[config.mk]
export PLATFORM = sky130hd
export DESIGN_NAME = i2c_start_stop_gen
export DESIGN_NICKNAME = d
export VERILOG_FILES = /design/src/rtl/i2c_pkg.sv /design/src/rtl/i2c_qtr_timer.sv /design/src/rtl/i2c_start_stop_gen.sv
export SDC_FILE = /design/constraint.sdc
export NUM_CORES = 1
export LEC_CHECK = 0
export ABC_AREA = 0
export CELL_PAD_IN_SITES_DETAIL_PLACEMENT = 0
export CELL_PAD_IN_SITES_GLOBAL_PLACEMENT = 1
export CORE_ASPECT_RATIO = 1.1
export CORE_MARGIN = 2
export CORE_UTILIZATION = 30
export DETAILED_ROUTE_END_ITERATION = 12
export PLACE_DENSITY = 0.56
export SYNTH_ARGS = -nofsm -noshare
export SYNTH_HDL_FRONTEND = slang
export SYNTH_SLANG_ARGS = --single-unit
export TNS_END_PERCENT = 5
[constraint.sdc]
create_clock -name clk -period 2.31 [get_ports clk]
set_input_delay 0.3465 -clock clk [delete_from_list [all_inputs] [get_ports clk]]
set_output_delay 0.3465 -clock clk [all_outputs]
set_load 0.02 [all_outputs]
[src/rtl/i2c_pkg.sv]
// Shared types for the I2C start/stop/bit generator.
// Command and state encodings plus the per-phase line pattern.
package i2c_pkg;

  localparam int PH_W = 2;

  typedef logic [PH_W-1:0] ph_t;

  typedef enum logic [1:0] {
    CMD_START = 2'd0,
    CMD_STOP  = 2'd1,
    CMD_WRITE = 2'd2,
    CMD_READ  = 2'd3
  } cmd_t;

  typedef enum logic [1:0] {
    ST_IDLE = 2'd0,
    ST_RUN  = 2'd1,
    ST_DONE = 2'd2
  } state_t;

  // Returns {sda_oe, scl_oe}; 1 pulls the line low.
  function automatic logic [1:0] line_oe(
    input cmd_t c,
    input logic wb,
    input ph_t  ph,
    input logic scl_prev
  );
    logic scl_lo;
    scl_lo = (ph == 2'd0) || (ph == 2'd3);
    case (c)
      CMD_START:
        line_oe = {ph[1],
                   (ph == 2'd0) ? scl_prev
                                : (ph == 2'd3)};
      CMD_STOP:  line_oe = {~ph[1], ph == 2'd0};
      CMD_WRITE: line_oe = {~wb, scl_lo};
      default:   line_oe = {1'b0, scl_lo};
    endcase
  endfunction

endpackage

[src/rtl/i2c_qtr_timer.sv]
// Quarter-period timer for the I2C generator.
// Counts while enabled and not held; ticks on the wrap cycle.
module i2c_qtr_timer #(
  parameter int unsigned QTR_DIV = 125
) (
  input  logic clk,
  input  logic reset,
  input  logic enable,
  input  logic hold,
  output logic qtr_tick
);

  localparam int CW = (QTR_DIV > 2) ? $clog2(QTR_DIV) : 1;
  localparam logic [CW-1:0] LAST = CW'(QTR_DIV - 1);

  logic [CW-1:0] cnt;

  assign qtr_tick = enable && !hold && (cnt == LAST);

  always_ff @(posedge clk or negedge reset) begin
    if (!reset) begin
      cnt <= '0;
    end else if (!enable) begin
      cnt <= '0;
    end else if (!hold) begin
      cnt <= qtr_tick ? '0 : cnt + 1'b1;
    end
  end

endmodule

[src/rtl/i2c_start_stop_gen.sv]
// I2C master bit-level engine: START, STOP, WRITE and READ
// as four quarter-phases with stretching and arbitration.
module i2c_start_stop_gen
  import i2c_pkg::*;
#(
  parameter int unsigned QTR_DIV = 125
) (
  input  logic       clk,
  input  logic       reset,
  input  logic       cmd_valid,
  input  logic [1:0] cmd,
  input  logic       cmd_wbit,
  output logic       cmd_ready,
  input  logic       sda_in,
  input  logic       scl_in,
  output logic       sda_oe,
  output logic       scl_oe,
  output logic       done,
  output logic       rd_bit,
  output logic       err,
  output logic       arb_lost,
  output logic       bus_owned
);

  state_t state;
  cmd_t   cmd_q;
  cmd_t   cmd_i;
  ph_t    phase;
  ph_t    ph_nx;
  logic   wbit_q;
  logic   ill_q;
  logic   qtr_tick;
  logic   stretch;
  logic   arb_chk;
  logic   arb;
  logic   run;

  assign cmd_i     = cmd_t'(cmd);
  assign cmd_ready = (state == ST_IDLE);
  assign run       = (state == ST_RUN);
  assign ph_nx     = phase + 1'b1;
  assign stretch   = !scl_oe && !scl_in;

  // Only phases where we release SDA with SCL high can lose.
  assign arb_chk =
    ((cmd_q == CMD_START) && (phase == 2'd1)) ||
    ((cmd_q == CMD_WRITE) && wbit_q) ||
    ((cmd_q == CMD_STOP) && (phase == 2'd2));

  assign arb = run && arb_chk && !sda_oe &&
               !scl_oe && scl_in && !sda_in;

  i2c_qtr_timer #(
    .QTR_DIV (QTR_DIV)
  ) u_tmr (
    .clk      (clk),
    .reset    (reset),
    .enable   (run),
    .hold     (stretch),
    .qtr_tick (qtr_tick)
  );

  always_ff @(posedge clk or negedge reset) begin
    if (!reset) begin
      state     <= ST_IDLE;
      cmd_q     <= CMD_START;
      wbit_q    <= 1'b0;
      ill_q     <= 1'b0;
      phase     <= '0;
      sda_oe    <= 1'b0;
      scl_oe    <= 1'b0;
      done      <= 1'b0;
      err       <= 1'b0;
      arb_lost  <= 1'b0;
      rd_bit    <= 1'b0;
      bus_owned <= 1'b0;
    end else begin
      done     <= 1'b0;
      err      <= 1'b0;
      arb_lost <= 1'b0;
      unique case (state)
        ST_IDLE: begin
          if (cmd_valid) begin
            cmd_q  <= cmd_i;
            wbit_q <= cmd_wbit;
            phase  <= '0;
            if (cmd_i != CMD_START && !bus_owned) begin
              ill_q <= 1'b1;
              state <= ST_DONE;
            end else begin
              ill_q <= 1'b0;
              state <= ST_RUN;
              {sda_oe, scl_oe} <=
                line_oe(cmd_i, cmd_wbit, 2'd0, scl_oe);
            end
          end
        end
        ST_RUN: begin
          if (arb) begin
            arb_lost  <= 1'b1;
            sda_oe    <= 1'b0;
            scl_oe    <= 1'b0;
            bus_owned <= 1'b0;
            phase     <= '0;
            state     <= ST_IDLE;
          end else if (qtr_tick) begin
            phase <= ph_nx;
            if (cmd_q == CMD_READ && phase == 2'd2)
              rd_bit <= sda_in;
            if (phase == 2'd3)
              state <= ST_DONE;
            else
              {sda_oe, scl_oe} <=
                line_oe(cmd_q, wbit_q, ph_nx, scl_oe);
          end
        end
        ST_DONE: begin
          done  <= 1'b1;
          err   <= ill_q;
          state <= ST_IDLE;
          if (!ill_q && cmd_q == CMD_START)
            bus_owned <= 1'b1;
          if (!ill_q && cmd_q == CMD_STOP)
            bus_owned <= 1'b0;
        end
        default: state <= ST_IDLE;
      endcase
    end
  end

endmodule
==> impl_metrics.json, run 1 <==
{
  "outcome": "finished clean",
  "io_pins": 16,
  "coreArea_sq_um": 3964,
  "cts_buffers": 3,
  "crit_type": "reg -> out",
  "gp_congestion": 0.7122,
  "cts_root_buffer": "clkbuf_8",
  "num_antenna_cells": 0,
  "p_int_uw": 915.4,
  "syn_area_sq_um": 1242,
  "mostFrequentLayoutCells": "dfrtp_1, clkdlybuf4s50_1, nor2_1",
  "die_w_microns": 65.36,
  "p_per_area_nw_per_um2": 954.1,
  "drc_errors": 0,
  "grt_pass1_vias": 1012,
  "place.port_buffers": 15,
  "final_nets": 166,
  "setup_viol": 0,
  "worstPathMaxFanout": 8,
  "drt-initial-drc-count": 24,
  "synth_top_area_cell": "dfrtp_1",
  "maxCapViolations": 0,
  "synth_cells": 127,
  "final_common_cell": "dfrtp_1",
  "ctsResizeCount": 0,
  "clkPwrFrac_pct": 19.7,
  "drt_first_pass_iters": 4,
  "viasPerCell": 4.842,
  "crit_chain": "buf_4 > nor2_1 > clkdlybuf4s50_1",
  "wire_per_inst_microns": 13.61,
  "start_kind": "flip-flop",
  "gr-usage-all-layers_pct": 12.91,
  "synth_edf_count": 0,
  "worstMarginPinSlew_ns": 0.3278,
  "p_sw_uw": 567.3,
  "total_leakage_power_nw": 0.6727,
  "ys_ff_latch": 22,
  "fmax_mhz": 478.6,
  "crit_family": "buffers and inverters",
  "drv_slew": 0,
  "clk_pin_slew_ns": 0.09,
  "grt_antenna_before_repair": 0,
  "grt_pass1_wl_mm": 4.643,
  "yosys.area.top_type_share_pct": 44.31,
  "postCtsSetupRepairBufs": 0,
  "min_period_ns": 2.089,
  "clk_path_buf_depth": 2,
  "required_ns": 1.96,
  "p_comb_share_pct": 39.3,
  "finalCoreUtilization_pct": 39.20,
  "yosysSeqAreaShare_pct": 44.31,
  "cts_max_level": 1,
  "crit_slowest_cell": "clkdlybuf4s50_1",
  "rsz0062_at_grt": "false",
  "hold_viol_final": 0,
  "end_kind": "primary output",
  "ctsHoldBuffers": 0,
  "avgSynthCellArea_sq_um": 9.783,
  "drive_above_1_share_pct": 13.91,
  "cp_slowest_stage_delay_ns": 0.64,
  "clock_latency_ns": 0.27,
  "cts_tree": "done",
  "grt_overflow": 0,
  "synth_nets": 141,
  "fin_skew_ns": 0.003638,
  "initial_core_util_pct": 31.34,
  "p_seq_share_pct": 41.0,
  "critPathArrivalTime_ns": 1.74,
  "rows": 24,
  "post-dp-hpwl_mm": 2.110,
  "synthDistinctLibCells": 36,
  "wl_mm": 2.763,
  "relSlewSlack_pct": 78.00,
  "synth_ff_type": "dfrtp_1",
  "clock_sinks": 22,
  "crit_buf_inv": 2,
  "tns_ns": 0,
  "hold_class": "in -> async",
  "ir_worst_vdd_mv": 0.4737,
  "vias": 983,
  "p_sw_share_pct": 38.26,
  "ant_nets": 0,
  "grt_max_degree": 23,
  "synthArstFlopShare_pct": 100.0,
  "yosysWarnings": 0,
  "timing.final.crit_share_pct": 90.45,
  "syn_to_final_growth_pct": 25.08,
  "synthTopCellsByArea": "dfrtp_1, ha_1, mux2_2, o21ai_0, nor2_1",
  "die_y_microns": 71.50,
  "die-area_sq_um": 4673
}
-- flip-flops by register name (all words and copies together), names as in the netlist --
signal	cells
wbit_q	1
done	1
u_tmr.cnt	7
cmd_q	2
rd_bit	1
arb_lost	1
ill_q	1
state	2
err	1
phase	2
sda_oe	1
bus_owned	1
scl_oe	1
-- cells in the mapped netlist, drive strengths merged, types with 4 or more instances --
master	count
dfrtp	22
ha	6
inv	9
mux2	5
mux2i	4
nand2	10
nand3	8
nor2	12
nor2b	4
o21ai	9
-- worst register-to-register path: cells and delay by family (launching register included) --
kind                     cells  cell delay, ns
flip-flops                   1            0.44
AND/OR/NAND/NOR              3            0.35
AO/OA/AOI/OAI                1            0.33
buffers and inverters        2            0.26
multiplexers                 1            0.22
adder cells (fa/ha/maj)      1            0.16
-- area by class of cell --
type	instances	area, sq um
fill	424	2410
multi-input combinational	94	646.9
sequential	22	550.5
timing repair buffer	22	202.7
tap	52	65.06
clock buffer	4	55.05
inverter	9	33.78
-- metal layers --
layer  vias to the layer above  part of all wire (%)  routed length [microns]  GRT usage (%)
met2                         9                    52                     1425          23.92
li1                        504                     -                        -              -
met4                         0                   1.4                       39          4.861
met3                         4                   2.3                       63          2.512
met5                         -                     0                        0              0
met1                       466                    45                     1235          14.44
-- through the flow --
step	worst slack [ns]	power (mW)	cells	area, sq um	hold WS [ns]
2_1_floorplan	0.5103	0.9855	127	1242	0.05091
3_3_place_gp	0.2319	1.205	199	1499	0.4857
3_5_place_dp	0.1732	1.210	199	1499	0.4961
4_1_cts	0.1952	1.502	203	1554	0.4394
5_1_grt	0.1425	1.595	203	1554	0.4438
6_report	0.2205	1.483	203	1554	0.4236
-- worst paths after layout --
check | startpoint | to | slack, ns | cells past startpoint
min | reset | u_tmr.cnt[4] | 0.42 | 2
max reg2reg | u_tmr.cnt[0] | sda_oe | 0.48 | 8
min reg2reg | rd_bit | rd_bit | 0.51 | 1
max | state[0] | cmd_ready | 0.22 | 3
min in group clk | rd_bit | rd_bit | 0.51 | 1
max in group asynchronous | reset | scl_oe | 1.66 | 2
-- cell families after synthesis --
group	count (synthesis)	share of synthesized area, %
simple gates	48	21.75
compound gates	30	15.81
buf+inv	11	3.625
fa+ha+maj	6	6.042
mux	9	7.754
flops	22	44.31
xor+xnor	1	0.7051
-- power by group through the flow --
| stage | sequential, mW | clock [mW] | combinational (mW) |
|---|---|---|---|
| after floorplan | 0.594 | 0 | 0.391 |
| after global placement | 0.617 | 0 | 0.588 |
| after detailed placement | 0.619 | 0 | 0.591 |
| after CTS | 0.612 | 0.298 | 0.592 |
| after global routing | 0.630 | 0.319 | 0.646 |
| final | 0.608 | 0.292 | 0.583 |
Power figures use the tool's default switching activity.
==> inputs of run 2 (changes only) <==
--- a/config.mk
+++ b/config.mk
@@ -12,6 +12,7 @@
 export CORE_MARGIN = 2
 export CORE_UTILIZATION = 30
 export DETAILED_ROUTE_END_ITERATION = 12
+export MAX_ROUTING_LAYER = met4
 export PLACE_DENSITY = 0.56
 export SYNTH_ARGS = -nofsm -noshare
 export SYNTH_HDL_FRONTEND = slang
==> run 2 against run 1 <==
  * Core utilization stayed put
  * Global-route usage is 0.38 points higher
  * Largest cell class unchanged
  * Wire length stayed put
  * Fmax stayed put
  * Die area stayed put
  * Sequential power hardly changed
  * Sequential share of layout area stayed put
  * Cell area stayed put
  * Setup slack stayed put
  * Register-to-register slack hardly changed
==> impl_metrics.json, run 2 (synthesis gave the netlist of run 1 again) <==
{
  "rsz0062_at_grt": "false",
  "relSlewSlack_pct": 78.00,
  "p_sw_share_pct": 38.26,
  "place.port_buffers": 15,
  "die_w_microns": 65.36,
  "rr_worst_depth": 8,
  "ir_worst_vdd_mv": 0.4737,
  "hold_viol_final": 0,
  "rows": 24,
  "ctsHoldBuffers": 0,
  "fmax_mhz": 478.6,
  "gr-usage-all-layers_pct": 13.30,
  "worstMarginPinSlew_ns": 0.3278,
  "r2r_start": "u_tmr.cnt[0]",
  "fin_skew_ns": 0.003638,
  "p_comb_share_pct": 39.3,
  "final_nets": 166,
  "largest_reg_flops": 7,
  "cts_root_buffer": "clkbuf_8",
  "postCtsSetupRepairBufs": 0,
  "die_y_microns": 71.50,
  "cts_tree": "done",
  "clkPwrFrac_pct": 19.7,
  "initial_core_util_pct": 31.34,
  "hold_class": "in -> async",
  "die-area_sq_um": 4673,
  "grt_pass1_vias": 1012,
  "grt_antenna_before_repair": 0,
  "timing.final.crit_share_pct": 90.45,
  "grt_overflow": 0,
  "grt_max_degree": 23,
  "p_per_area_nw_per_um2": 954.2,
  "end_kind": "primary output",
  "regMostFlops": "u_tmr.cnt",
  "required_ns": 1.96,
  "drv_slew": 0,
  "start_kind": "flip-flop",
  "clock_sinks": 22,
  "drc_errors": 0,
  "num_antenna_cells": 0,
  "gp_congestion": 0.7204,
  "tns_ns": 0,
  "vias": 980,
  "setup_viol": 0,
  "critPathArrivalTime_ns": 1.74,
  "clock_latency_ns": 0.27,
  "post-dp-hpwl_mm": 2.110,
  "crit_type": "reg -> out",
  "worstReg2RegEnd": "sda_oe",
  "wl_mm": 2.763,
  "drt_first_pass_iters": 4,
  "p_sw_uw": 567.3,
  "mostFrequentLayoutCells": "dfrtp_1, clkdlybuf4s50_1, nor2_1",
  "cts_buffers": 3,
  "fin_cells": 203,
  "coreArea_sq_um": 3964,
  "outcome": "finished clean",
  "fillCellCount": 424,
  "cts_max_level": 1,
  "worstPathMaxFanout": 8,
  "syn_to_final_growth_pct": 25.08,
  "total_leakage_power_nw": 0.6727,
  "p_seq_share_pct": 41.0,
  "ant_nets": 0,
  "ctsResizeCount": 0,
  "wire_per_inst_microns": 13.61,
  "final_common_cell": "dfrtp_1",
  "clk_pin_slew_ns": 0.09,
  "drive_above_1_share_pct": 13.91,
  "rrSetupSlack_ns": 0.48,
  "clk_path_buf_depth": 2,
  "p_int_uw": 915.4,
  "min_period_ns": 2.089,
  "dp_cells": 199,
  "drt-initial-drc-count": 36,
  "maxCapViolations": 0,
  "io_pins": 16,
  "grt_pass1_wl_mm": 4.643,
  "viasPerCell": 4.828
}
==> run 2: critical path, cell delays in order (launching register included) <==
cell	delay, ns
dfrtp_1	0.44
buf_4	0.19
nor2_1	0.20
clkdlybuf4s50_1	0.64
==> run 2: worst max-delay path by stage <==
stage,startpoint,to,cells past startpoint,slack [ns]
after floorplan,scl_oe,scl_oe,5,0.51
after global placement,scl_in,phase[1],7,0.23
after detailed placement,scl_in,sda_oe,7,0.17
after CTS,state[0],cmd_ready,3,0.20
after global routing,state[0],cmd_ready,3,0.14
final,state[0],cmd_ready,3,0.22
==> run 2: metal layers <==
layer,track usage (%),vias to the layer above,wire (microns)
met5,-,-,0
met4,4.861,0,39
met3,2.512,4,63
met2,24.04,9,1425
met1,14.34,463,1235
li1,-,504,-
==> run 2: stage by stage <==
stage / hold slack [ns] / util [%] / setup WS [ns] / cell area (sq um) / power [mW]
finish: 0.4236 / 39.20 / 0.2205 / 1554 / 1.483
global route: 0.4438 / 39.20 / 0.1425 / 1554 / 1.595
CTS: 0.4394 / 39.20 / 0.1952 / 1554 / 1.502
detailed placement: 0.4961 / 37.82 / 0.1732 / 1499 / 1.210
global placement: 0.4857 / 37.82 / 0.2319 / 1499 / 1.205
floorplan: 0.05091 / - / 0.5103 / 1242 / 0.9855
==> run 2: final cells by class <==
cell class	instances	area, sq um	share of cell area, %
flip-flops and latches	22	550.5	35.43
repair buffers	22	202.7	13.04
well taps	52	65.06	4.187
multi-input cells	94	646.9	41.63
inverters	9	33.78	2.174
clock buffers	4	55.05	3.543
==> run 2: power by group through the flow <==
stage          Sequential [mW]  Clock (mW)  Combinational, mW
6_report                 0.608       0.292              0.583
5_1_grt                  0.630       0.319              0.646
4_1_cts                  0.612       0.298              0.592
3_5_place_dp             0.619           0              0.591
3_3_place_gp             0.617           0              0.588
2_1_floorplan            0.594           0              0.391
==> inputs of run 3 (changes only) <==
--- a/config.mk
+++ b/config.mk
@@ -16,5 +16,6 @@
 export PLACE_DENSITY = 0.56
 export SYNTH_ARGS = -nofsm -noshare
 export SYNTH_HDL_FRONTEND = slang
+export SYNTH_HIERARCHICAL = 1
 export SYNTH_SLANG_ARGS = --single-unit
 export TNS_END_PERCENT = 5
==> run 3 against run 2 <==
  * Fmax up 2.4%
  * Sequential cell count unchanged
  * Global-route usage rose by 1.6 points
  * Clock skew increased by 0.0014 ns
  * Synthesized cell count is 6.3% higher
  * Wire length grew 13%
  * Final cell count is 3.9% higher
  * Area after synthesis is 7.0% higher
  * Combinational power increased by 34%
  * Non-clock buffer count rose by 1
  * Die area grew 6.6%
  * Critical path type is now reg -> reg
  * Highest routed layer unchanged
==> impl_metrics.json, run 3 <==
{
  "clk_pin_slew_ns": 0.09,
  "wl_mm": 3.129,
  "holdWs_ns": 0.4345,
  "drt-initial-drc-count": 68,
  "place.port_buffers": 15,
  "synth_cells": 135,
  "min_period_ns": 2.040,
  "synth_mux_area_share_pct": 6.397,
  "synthArstFlopShare_pct": 100.0,
  "r2r_start": "phase[0]",
  "synth_ff_type": "dfrtp_1",
  "synth_top_cells_by_count": "dfrtp_1, nand2_1, nand3_1",
  "grt_overflow": 0,
  "synthSimpleGateAreaFrac_pct": 24.93,
  "ys_ff_latch": 22,
  "final_nets": 172,
  "multi_input_area_sq_um": 719.4,
  "timing.final.crit_share_pct": 88.33,
  "mostFrequentLayoutCells": "dfrtp_1, clkdlybuf4s50_1, nand2_1, nand3_1",
  "ant_nets": 0,
  "rr_worst_depth": 8,
  "cts_buffers": 3,
  "largest_reg_flops": 7,
  "initial_core_util_pct": 31.04,
  "synth_xor_xnor_area_share_pct": 0.6585,
  "grt_antenna_before_repair": 0,
  "cts_max_level": 1,
  "end_kind": "flip-flop",
  "gr-usage-all-layers_pct": 14.86,
  "total_leakage_power_nw": 0.7026,
  "relSlewSlack_pct": 73.79,
  "final_common_cell": "dfrtp_1",
  "p_sw_uw": 703.8,
  "outcome": "finished clean",
  "synthTopCellsByArea": "dfrtp_1, ha_1, nand3_1, nand2_1, mux2_2",
  "yosysSeqAreaShare_pct": 41.39,
  "required_ns": 2.46,
  "synth.most_common_cell": "dfrtp_1",
  "io_pins": 16,
  "clk_path_buf_depth": 2,
  "post-dp-hpwl_mm": 2.373,
  "die_w_microns": 67.49,
  "ctsHoldBuffers": 0,
  "met1_length_mm": 1.389,
  "fillCellCount": 431,
  "ir_worst_vdd_mv": 0.3826,
  "postPlaceCellArea_sq_um": 1580,
  "met3_length_microns": 69,
  "fin_skew_ns": 0.005052,
  "ctsResizeCount": 0,
  "maxCapViolations": 0,
  "synth_top_family_by_area": "simple AND/OR/NAND/NOR gates",
  "critPathArrivalTime_ns": 2.19,
  "yosys.area.top_type_share_pct": 41.39,
  "top_layer": "met4",
  "wire_per_inst_microns": 14.83,
  "worstReg2RegEnd": "rd_bit",
  "regMostFlops": "u_tmr/cnt",
  "grt_pass1_vias": 1148,
  "rsz0062_at_grt": "false",
  "clock_latency_ns": 0.27,
  "gp_congestion": 0.7675,
  "clkPwrFrac_pct": 20.0,
  "coreArea_sq_um": 4285,
  "p_comb_share_pct": 42.6,
  "postCtsSetupRepairBufs": 0,
  "die_y_microns": 73.84,
  "cts_tree": "done",
  "cts_root_buffer": "clkbuf_8",
  "tns_ns": 0,
  "synth_adder_area_share_pct": 5.644,
  "grt_pass1_wl_mm": 5.361,
  "rows": 25,
  "setup_viol": 0,
  "p_per_area_nw_per_um2": 1108,
  "synth_edf_count": 0,
  "vias": 1084,
  "viasPerCell": 5.137,
  "worstPathMaxFanout": 9,
  "drv_slew": 0,
  "clock_sinks": 22,
  "worstMarginPinSlew_ns": 0.3931,
  "die-area_sq_um": 4983,
  "fin_area_sq_um": 1652,
  "synth_compound_area_share_pct": 16.46,
  "drc_errors": 0,
  "p_seq_share_pct": 37.4,
  "wl_met2_mm": 1.633,
  "syn_area_sq_um": 1330,
  "synth_top_area_cell": "dfrtp_1",
  "avgSynthCellArea_sq_um": 9.852,
  "p_int_mw": 1.127,
  "regArea_sq_um": 550.5,
  "p_total_mw": 1.831,
  "p_sw_share_pct": 38.44,
  "hold_class": "in -> async",
  "num_antenna_cells": 0,
  "fmax_mhz": 490.1,
  "start_kind": "flip-flop",
  "rrSetupSlack_ns": 0.27,
  "drive_above_1_share_pct": 17.20,
  "syn_to_final_growth_pct": 24.18,
  "crit_type": "reg -> reg",
  "grt_max_degree": 23,
  "drt_first_pass_iters": 4,
  "synth_nets": 149,
  "hold_viol_final": 0,
  "yosysWarnings": 6,
  "synthDistinctLibCells": 51
}
-- run 3: routing by layer --
layer  up-vias  track usage (%)
met5         -                -
met1       534            17.06
met3         4            2.757
met4         0            4.762
li1        532                -
met2        14            25.82
-- run 3: power by group through the flow --
| stage | combinational [mW] | sequential [mW] | clock (mW) |
|---|---|---|---|
| after global routing | 0.867 | 0.713 | 0.392 |
| after CTS | 0.791 | 0.686 | 0.375 |
| after detailed placement | 0.792 | 0.694 | 0 |
| final | 0.780 | 0.684 | 0.367 |
| after global placement | 0.783 | 0.692 | 0 |
| after floorplan | 0.552 | 0.648 | 0 |
-- run 3: cells by family (layout without fill, tap and decap cells) --
group                    Yosys count  count (layout)
AND/OR/NAND/NOR                   57              57
adder cells (fa/ha/maj)            6               6
XOR/XNOR                           1               1
multiplexers                       7               7
AO/OA/AOI/OAI                     29              29
flip-flops                        22              22
buffers and inverters             13              35
-- run 3: worst max path at each step --
stage	from	endpoint	slack, ns	cells after the start
6_report	phase[0]	rd_bit	0.27	8
5_1_grt	phase[0]	rd_bit	0.08	8
4_1_cts	phase[0]	rd_bit	0.23	8
3_5_place_dp	scl_in	rd_bit	0.23	7
3_3_place_gp	scl_in	phase[0]	0.29	7
2_1_floorplan	state[0]	phase[0]	0.31	7
-- run 3: cell type report --
| class | count | share of cell area, % |
|---|---|---|
| Sequential cell | 22 | 33.33 |
| Multi-Input combinational cell | 100 | 43.56 |
| Tap cell | 54 | 4.091 |
| Inverter | 8 | 1.970 |
| Timing Repair Buffer | 23 | 12.73 |
| Clock inverter | 1 | 1.818 |
| Clock buffer | 3 | 2.500 |
-- run 3: per-stage QoR --
step / setup slack [ns] / util, % / cells
floorplan: 0.3083 / - / 135
global placement: 0.2898 / 36.88 / 207
detailed placement: 0.2343 / 36.88 / 207
CTS: 0.2309 / 38.54 / 211
global route: 0.07968 / 38.54 / 211
finish: 0.2697 / 38.54 / 211
-- run 3: worst max-delay path: stages (launching register included) --
cell     delay (ns)
dfrtp_1        0.46
inv_1          0.07
ha_1           0.24
mux2i_1        0.14
nor2_1         0.07
o21ai_2        0.24
inv_4          0.09
nor3_1         0.27
mux2_1         0.34
